<file path="src/rtl/pc_seq_pkg.sv">
// ============================================================================
// Module  : pc_seq_pkg
// Brief   : Shared state encoding and default parameters for the PC sequencer.
// Revision: 1.0 - initial release
// ============================================================================
`default_nettype none

package pc_seq_pkg;

    localparam int          PC_W_DEF     = 12;
    localparam logic [11:0] EXC_VEC_DEF  = 12'hF00;
    localparam logic [11:0] RESET_PC_DEF = 12'h000;

    typedef enum logic [1:0] {
        ST_BOOT = 2'd0,
        ST_RUN  = 2'd1,
        ST_HALT = 2'd2
    } seq_state_t;

endpackage

`default_nettype wire

</file>
<file path="src/rtl/pc_reg.sv">
// ============================================================================
// Module  : pc_reg
// Brief   : PC storage register with load enable and synchronous clear.
// Revision: 1.0 - initial release
// ============================================================================
`default_nettype none

module pc_reg
    import pc_seq_pkg::*;
#(
    parameter int             PC_W     = PC_W_DEF,
    parameter logic [PC_W-1:0] RESET_PC = PC_W'(RESET_PC_DEF)
) (
    input  logic            clk,
    input  logic            clr_n,
    input  logic            i_load,
    input  logic [PC_W-1:0] i_d,
    output logic [PC_W-1:0] o_q
);

    logic [PC_W-1:0] r_q;

    always_ff @(posedge clk) begin
        if (!clr_n) begin
            r_q <= RESET_PC;
        end else if (i_load) begin
            r_q <= i_d;
        end
    end

    assign o_q = r_q;

endmodule

`default_nettype wire

</file>
<file path="src/rtl/pc_sequencer.sv">
// ============================================================================
// Module  : pc_sequencer
// Brief   : Program-counter sequencer with BOOT/RUN/HALT control and next-PC mux.
// Revision: 1.0 - initial release
// ============================================================================
`default_nettype none

module pc_sequencer
    import pc_seq_pkg::*;
#(
    parameter int              PC_W     = PC_W_DEF,
    parameter logic [PC_W-1:0] EXC_VEC  = PC_W'(EXC_VEC_DEF),
    parameter logic [PC_W-1:0] RESET_PC = PC_W'(RESET_PC_DEF)
) (
    input  logic            clk,
    input  logic            clr_n,
    input  logic            stall,
    input  logic            br_taken,
    input  logic [PC_W-1:0] br_offset,
    input  logic            jump,
    input  logic [PC_W-1:0] jump_target,
    input  logic            jr,
    input  logic [PC_W-1:0] jr_target,
    input  logic            exc,
    input  logic            halt,
    output logic [PC_W-1:0] pc,
    output logic [PC_W-1:0] pc_plus1,
    output logic [PC_W-1:0] epc,
    output logic            fetch_valid,
    output logic            redirect,
    output logic            halted
);

    seq_state_t      r_state;
    seq_state_t      w_state_nxt;
    logic [PC_W-1:0] r_epc;
    logic            r_redirect;

    logic [PC_W-1:0] w_pc;
    logic [PC_W-1:0] w_pc_plus1;
    logic [PC_W-1:0] w_pc_nxt;
    logic            w_pc_load;
    logic            w_epc_load;
    logic            w_redirect_nxt;

    pc_reg #(
        .PC_W     (PC_W),
        .RESET_PC (RESET_PC)
    ) u_pc_reg (
        .clk    (clk),
        .clr_n  (clr_n),
        .i_load (w_pc_load),
        .i_d    (w_pc_nxt),
        .o_q    (w_pc)
    );

    assign w_pc_plus1 = w_pc + PC_W'(1);

    always_ff @(posedge clk) begin
        if (!clr_n) begin
            r_state    <= ST_BOOT;
            r_epc      <= '0;
            r_redirect <= 1'b0;
        end else begin
            r_state    <= w_state_nxt;
            r_redirect <= w_redirect_nxt;
            if (w_epc_load) begin
                r_epc <= w_pc;
            end
        end
    end

    // Priority in RUN: exc > stall > halt > jr > jump > br_taken > sequential.
    always_comb begin
        w_state_nxt    = r_state;
        w_pc_nxt       = w_pc;
        w_pc_load      = 1'b0;
        w_epc_load     = 1'b0;
        w_redirect_nxt = 1'b0;

        case (r_state)
            ST_BOOT: begin
                w_state_nxt = ST_RUN;
            end
            ST_RUN: begin
                if (exc) begin
                    w_pc_nxt       = EXC_VEC;
                    w_pc_load      = 1'b1;
                    w_epc_load     = 1'b1;
                    w_redirect_nxt = 1'b1;
                end else if (stall) begin
                    w_pc_load = 1'b0;
                end else if (halt) begin
                    w_state_nxt = ST_HALT;
                end else if (jr) begin
                    w_pc_nxt       = jr_target;
                    w_pc_load      = 1'b1;
                    w_redirect_nxt = 1'b1;
                end else if (jump) begin
                    w_pc_nxt       = jump_target;
                    w_pc_load      = 1'b1;
                    w_redirect_nxt = 1'b1;
                end else if (br_taken) begin
                    w_pc_nxt       = w_pc_plus1 + br_offset;
                    w_pc_load      = 1'b1;
                    w_redirect_nxt = 1'b1;
                end else begin
                    w_pc_nxt  = w_pc_plus1;
                    w_pc_load = 1'b1;
                end
            end
            ST_HALT: begin
                w_state_nxt = ST_HALT;
            end
            default: begin
                w_state_nxt = ST_BOOT;
            end
        endcase
    end

    assign pc          = w_pc;
    assign pc_plus1    = w_pc_plus1;
    assign epc         = r_epc;
    assign redirect    = r_redirect;
    assign fetch_valid = (r_state == ST_RUN);
    assign halted      = (r_state == ST_HALT);

endmodule

`default_nettype wire

</file>
<file path="config.mk">
export PLATFORM = sky130hd
export DESIGN_NAME = pc_sequencer
export DESIGN_NICKNAME = d
export VERILOG_FILES = /design/src/rtl/pc_seq_pkg.sv /design/src/rtl/pc_reg.sv /design/src/rtl/pc_sequencer.sv
export SDC_FILE = /design/constraint.sdc
export NUM_CORES = 1
export LEC_CHECK = 0
export CAP_MARGIN = 15
export CORE_UTILIZATION = 40
export CTS_BUF_LIST = sky130_fd_sc_hd__clkbuf_8
export DETAILED_ROUTE_END_ITERATION = 8
export HOLD_SLACK_MARGIN = 0.12
export PLACE_DENSITY_LB_ADDON = 0.2
export RECOVER_POWER = 50
export SYNTH_ARGS = -nofsm -noshare
export SYNTH_HDL_FRONTEND = slang
export SYNTH_HIERARCHICAL = 1
export SYNTH_SLANG_ARGS = --single-unit
</file>
<file path="constraint.sdc">
create_clock -name clk -period 5 [get_ports clk]
set_input_delay 1 -clock clk [delete_from_list [all_inputs] [get_ports clk]]
set_output_delay 1 -clock clk [all_outputs]
set_load 0.005 [all_outputs]
</file>
==> impl_metrics.csv, run 1 <==
group,metric,value,unit
worst_setup_path,cp_data_required_time,5.22,ns
pwr,power_density,191,mW/mm2
yosys,ys_ff_latch,27,
pwr,p_leak,1.30,nW
global_route,grt_pass1_vias,2230,
placed_design,post-place-cells,448,
yosys,ys_types,54,
detailed_routing,wl_per_cell,14.7,um
clocking,clk_path_buf_depth,2,
clocking,worstSkewPairLatency,0.28,ns
final_layout,utilization,0.584,
sta,rsz0062_at_grt,"false",
min_path,worstHoldStart,"epc[10]$_SDFFE_PN0P_",
clocking,cts_htree_levels,1,
worst_setup_path,critPathLaunchType,"register",
floorplan,floorplan.die.height,79.4,um
final_layout,final_net_count,445,
detailed_routing,ant_nets,0,
global_route,grt_pass1_wl,10700,um
final_layout,layout.cells.non_filler,452,
clocking,cts-root-buf,"clkbuf_8",
global_route,antenna_found_initial,0,
floorplan,io_pins,83,
global_route,grt_overflow,0,
yosys,synth_nets,372,
yosys,synth-main-ff-cell,"dfxtp_1",
placed_design,place_ws,1.45,ns
final_layout,area_growth_syn_to_layout,37.3,%
yosys,syn_inst,308,
worst_setup_path,cp-end-kind,"register",
worst_setup_path,cp_max_fo,8,
placed_design,dpl.hpwl,5060,um
sta,report.final.slew_viol_count,0,
worst_setup_path,slowest_stage,"dfxtp_1",
yosys,synth_area_leaders,"dfxtp_1, ha_1, nand2_1",
sta,max_slew_margin,0.449,
sta,worstMarginPinSlew,0.826,ns
yosys,synth_area_per_cell,7.78,um2
worst_setup_path,critPathKind,"reg -> reg",
clocking,clk_pin_slew,0.09,ns
clocking,cts.repair.resized,0,
final_layout,antenna_cells,0,
final_layout,drive_above_1_share,0.0289,
sta,hold_viol,0,
yosys,async_flop_share,0,
yosys,ys_seq_area_frac,0.225,
final_layout,final_cell_mix,"clkdlybuf4s50_1, nand2_1, dfxtp_1",
placed_design,finalWeightedCongestion,0.865,
detailed_routing,drt_iter0_markers,116,
yosys,yosys.area.top_type,"dfxtp_1",
status,status,"finished, final reports clean",
floorplan,die-area,0.00631,mm2
sta,min_period,3.55,ns
clocking,cts_tree,"yes",
global_route,grt_util_all_layers,0.214,
flow_run,cap_violations,0,
detailed_routing,dr_total_vias,2509,
worst_setup_path,slowest_delay,0.59,ns
worst_setup_path,cp.arrival,3.77,ns
floorplan,coreArea,0.00564,mm2
detailed_routing,first_pass_iters,4,
worst_setup_path,path_cells,"nand3_2 > nor3_1 > nand4_1 > xnor2_1 > ha_1 > and3_1 > a221oi_1 > nor4b_1 > a211oi_1 > xor2_1 > o211ai_1 > mux2i_1 > nor2b_1",
placed_design,port_buffers,82,
yosys,yosys_warnings,6,
sta,setup_viol,0,
detailed_routing,drc,0,
yosys,synth.cell_area,0.00240,mm2
sta,skew,0.00456,ns
worst_setup_path,critPathLaunch,"u_pc_reg/o_q[2]$_SDFFE_PN0P_",
final_layout,final_common_cell,"clkdlybuf4s50_1",
detailed_routing,viasPerCell,5.55,
yosys,synth_edf_count,0,
sta,setup_tns,0,ns
global_route,grt_start_max_net_pins,28,
sta,worst_slack,1.45,ns
floorplan,die_w,79.4,um
worst_setup_path,r2r_start,"u_pc_reg/o_q[2]$_SDFFE_PN0P_",
floorplan,num_rows,27,
clocking,cts_setup_buffers,0,
clocking,clock_sinks,27,
floorplan,start_util,0.425,
min_path,hold_path.class,"reg -> reg",
sta,fin_crit_sh,0.710,
sta,timing.fmax,282,MHz
yosys,yosysTopAreaCellShare,0.225,
detailed_routing,wl,6640,um
pwr,irDropWorstVdd,115,uV
clocking,cts-buffers-inserted,3,
clocking,hold_buffers,0,
## power by group
group,switching [mW],internal [mW]
combinational,0.134,0.128
sequential,0.0144,0.227
clock,0.0692,0.0559
total,0.218,0.411
## worst max-delay path, delay by kind of cell, from the launching register on
kind / cells / cell delay (ns)
AOI/OAI and AO/OA: 3 / 0.63
xor gates and xnor gates: 2 / 0.53
adders and majority gates: 1 / 0.37
DFF: 1 / 0.59
muxes: 1 / 0.10
and+or+nand+nor: 6 / 1.28
## per-layer routing
metal | part of all wire | global-route usage | vias up | wire [um]
met1 | 0.48 | 0.297 | 1165 | 3190
li1 | - | - | 1259 | -
met2 | 0.45 | 0.341 | 79 | 3010
met4 | 0.011 | 0.0455 | 0 | 72
met3 | 0.056 | 0.0411 | 6 | 374
met5 | 0 | 0 | - | 0
## registers in the layout, summed over array words and instances, names as in the netlist
| name | count |
|---|---|
| epc | 12 |
| r_state | 2 |
| u_pc_reg/o_q | 12 |
| redirect | 1 |
## per-stage QoR
step / hold WS [ns] / area [um2] / power [mW]
finish: 0.464 / 3290 / 0.629
global route: 0.501 / 3290 / 0.671
CTS: 0.475 / 3290 / 0.637
detailed placement: 0.462 / 3250 / 0.510
global placement: 0.455 / 3250 / 0.506
floorplan: 0.460 / 2400 / 0.410
## logic make-up (layout without fill, tap and decap cells)
| family | count (synthesis) | count (layout) | synth area share |
|---|---|---|---|
| xor gates and xnor gates | 16 | 16 | 0.0585 |
| muxes | 16 | 16 | 0.0668 |
| and+or+nand+nor | 118 | 118 | 0.238 |
| adders and majority gates | 20 | 20 | 0.108 |
| AOI/OAI and AO/OA | 86 | 86 | 0.260 |
| buffers and inverters | 25 | 97 | 0.0433 |
| DFF | 27 | 27 | 0.225 |
## cell type report
cell class                 count  area (um2)
sequential                    27         541
inverter                      11        41.3
clock buffer                   3        41.3
clock inverter                 1        5.00
tap                           72        90.1
fill                         531        2350
multi-input combinational    256        1750
timing repair buffer          82         821
## synth_stat cells (2+ instances only)
| cell | instances |
|---|---|
| a21oi_1 | 13 |
| nand2_1 | 52 |
| clkbuf_1 | 10 |
| a32oi_1 | 4 |
| ha_1 | 19 |
| xor2_1 | 8 |
| or3_1 | 3 |
| nor2b_1 | 12 |
| o31ai_1 | 4 |
| a31oi_1 | 4 |
| o21a_1 | 3 |
| a21boi_0 | 15 |
| mux2i_1 | 16 |
| a211oi_1 | 4 |
| o21ai_0 | 11 |
| and2_1 | 4 |
| dfxtp_1 | 27 |
| inv_1 | 10 |
| nand3_1 | 9 |
| nor3_1 | 5 |
| nand2b_1 | 4 |
| xnor2_1 | 8 |
| nand4_1 | 3 |
| o311ai_0 | 2 |
| buf_2 | 2 |
| o211ai_1 | 6 |
| a2111oi_0 | 3 |
| nor2_1 | 16 |
| a21o_1 | 6 |
## path summary, 6_finish.rpt
check	end	slack, ns	cells past startpoint
worst max register to register	u_pc_reg/o_q[11]$_SDFFE_PN0P_	1.45	13
worst max-delay path	u_pc_reg/o_q[11]$_SDFFE_PN0P_	1.45	13
worst min register to register	epc[10]$_SDFFE_PN0P_	0.46	2
worst min-delay path	epc[10]$_SDFFE_PN0P_	0.46	2
Power figures use the tool's default switching activity.
==> run 2: changes to the inputs <==
- clock period: 5 -> 3.7 ns (I/O delays scaled with it)
==> run 2 against run 1 <==
- worst hold slack got worse by 0.00091 ns
- sequential cell count unchanged
- clock-buffer cell count unchanged
- critical path depth unchanged
- non-clock buffer count increased by 6
- die area unchanged
- clock power increased by 35%
- global-route usage about the same
- largest cell class unchanged
- critical endpoint unchanged
==> impl_metrics.csv, run 2 (synthesis results as in run 1) <==
group,metric,value,unit
worst_setup_path,cp.arrival,3.59,ns
floorplan,coreArea,0.00564,mm2
clocking,clk_pin_slew,0.09,ns
sta,worstMarginPinSlew,0.866,ns
pwr,irDropWorstVdd,176,uV
worst_setup_path,r2r_cells,13,
detailed_routing,first_pass_iters,4,
final_layout,final_common_cell,"clkdlybuf4s50_1",
min_path,worstHoldStart,"epc[10]$_SDFFE_PN0P_",
global_route,grt_overflow,0,
global_route,grt_util_all_layers,0.214,
min_path,hold_path.class,"reg -> reg",
global_route,antenna_found_initial,0,
pwr,power_density,258,mW/mm2
pwr,p_leak,1.33,nW
detailed_routing,drc,0,
floorplan,io_pins,83,
floorplan,die_w,79.4,um
sta,timing.fmax,293,MHz
global_route,grt_start_max_net_pins,28,
final_layout,antenna_cells,0,
sta,setup_tns,0,ns
pwr,power,0.864,mW
detailed_routing,wl,6730,um
sta,fin_crit_sh,0.922,
placed_design,dpl.hpwl,5080,um
placed_design,finalWeightedCongestion,0.877,
status,status,"finished, final reports clean",
floorplan,num_rows,27,
clocking,hold_buffers,0,
detailed_routing,dr_total_vias,2532,
worst_setup_path,cp_max_fo,8,
global_route,grt_pass1_wl,10700,um
worst_setup_path,cp-end-kind,"register",
clocking,cts_tree,"yes",
final_layout,area_growth_syn_to_layout,39.8,%
worst_setup_path,critPathLaunchType,"register",
clocking,cts-root-buf,"clkbuf_8",
worst_setup_path,reg2reg_setup_slack,0.29,ns
flow_run,cap_violations,0,
worst_setup_path,cp_data_required_time,3.87,ns
final_layout,multi_input_area,0.00177,mm2
detailed_routing,viasPerCell,5.53,
final_layout,final_cell_mix,"clkdlybuf4s50_1, nand2_1, dfxtp_1",
placed_design,port_buffers,82,
global_route,grt_pass1_vias,2265,
sta,hold_viol,0,
detailed_routing,drt_iter0_markers,135,
min_path,holdPathEnd,"epc[10]$_SDFFE_PN0P_",
floorplan,start_util,0.425,
clocking,cts_htree_levels,1,
sta,setup_viol,0,
worst_setup_path,critPathKind,"reg -> reg",
clocking,worstSkewPairLatency,0.27,ns
sta,min_period,3.41,ns
floorplan,die-area,0.00631,mm2
sta,skew,0.00146,ns
floorplan,floorplan.die.height,79.4,um
worst_setup_path,timing.rr.end,"u_pc_reg/o_q[11]$_SDFFE_PN0P_",
final_layout,seqCellArea,543,um2
sta,rsz0062_at_grt,"false",
clocking,cts-buffers-inserted,3,
final_layout,final_net_count,451,
sta,report.final.slew_viol_count,0,
detailed_routing,ant_nets,0,
min_path,min_path_cells,2,
final_layout,drive_above_1_share,0.0544,
final_layout,fillCellCount,551,
detailed_routing,wl_per_cell,14.7,um
clocking,clk_path_buf_depth,2,
sta,max_slew_margin,0.423,
worst_setup_path,r2r_start,"u_pc_reg/o_q[2]$_SDFFE_PN0P_",
clocking,clock_sinks,27,
run 2: cell types whose count changed in the layout (fill, tap and decap cells not counted), sizes merged:
cell           change
buf                +6
dlygate4sd3        -2
clkdlybuf4s50      +2
run 2: power by group:
part | internal (mW) | switching [mW] | total [mW]
Combinational | 0.183 | 0.186 | 0.369
Clock | 0.0755 | 0.0930 | 0.169
Sequential | 0.307 | 0.0196 | 0.327
run 2: how the worst max path moves through the flow:
stage                                             from                       endpoint  cells after the start  slack, ns
after floorplan           u_pc_reg/o_q[2]$_SDFFE_PN0P_  u_pc_reg/o_q[11]$_SDFFE_PN0P_                     13       0.74
after global placement    u_pc_reg/o_q[2]$_SDFFE_PN0P_  u_pc_reg/o_q[11]$_SDFFE_PN0P_                     13       0.15
after detailed placement  u_pc_reg/o_q[2]$_SDFFE_PN0P_  u_pc_reg/o_q[11]$_SDFFE_PN0P_                     13       0.12
after CTS                 u_pc_reg/o_q[2]$_SDFFE_PN0P_  u_pc_reg/o_q[11]$_SDFFE_PN0P_                     13       0.07
after global routing      u_pc_reg/o_q[2]$_SDFFE_PN0P_  u_pc_reg/o_q[11]$_SDFFE_PN0P_                     13      0.004
final                     u_pc_reg/o_q[2]$_SDFFE_PN0P_  u_pc_reg/o_q[11]$_SDFFE_PN0P_                     13       0.29
run 2: layout make-up:
type | count | share of cell area
multi-input cells | 256 | 0.527
repair buffers | 88 | 0.258
flip-flops and latches | 27 | 0.162
well taps | 72 | 0.0269
clock buffers | 3 | 0.0123
inverters | 11 | 0.0123
clock inverters | 1 | 0.00149
run 2: per-layer routing:
metal  track usage  wire [um]  vias to the layer above  share of wire
met5             0          0                        -              0
met4        0.0327         43                        0         0.0064
met3        0.0377        494                        4          0.073
met2         0.335       2950                      100           0.44
met1         0.310       3250                     1164           0.48
li1              -          -                     1264              -
run 2: per-stage QoR:
| stage | util | std cells | setup WS, ns | hold WS, ns | area, um2 |
|---|---|---|---|---|---|
| 4_1_cts | 0.591 | 458 | 0.0690 | 0.475 | 3340 |
| 6_report | 0.594 | 458 | 0.287 | 0.463 | 3350 |
| 5_1_grt | 0.594 | 458 | 0.00411 | 0.500 | 3350 |
| 3_3_place_gp | 0.583 | 454 | 0.146 | 0.455 | 3290 |
| 2_1_floorplan | - | 308 | 0.738 | 0.460 | 2400 |
| 3_5_place_dp | 0.583 | 454 | 0.117 | 0.461 | 3290 |
run 2: worst max-delay path: stages, from the launching register on:
cell and delay (ns):
dfxtp_1 0.57, nand3_2 0.21, nor3_2 0.26, nand4_1 0.18
xnor2_2 0.28, ha_1 0.34, and3_1 0.20, a221oi_1 0.35
o21ai_0 0.15, a211oi_1 0.28, xor2_1 0.20, o211ai_1 0.10
mux2i_1 0.14, nor2b_1 0.05
run 2: repair_timing:
action | 4_1_cts | 5_1_grt
setup endpoints to repair | 0 | 1
gates resized for setup | 0 | 4
buffers inserted | 0 | 0
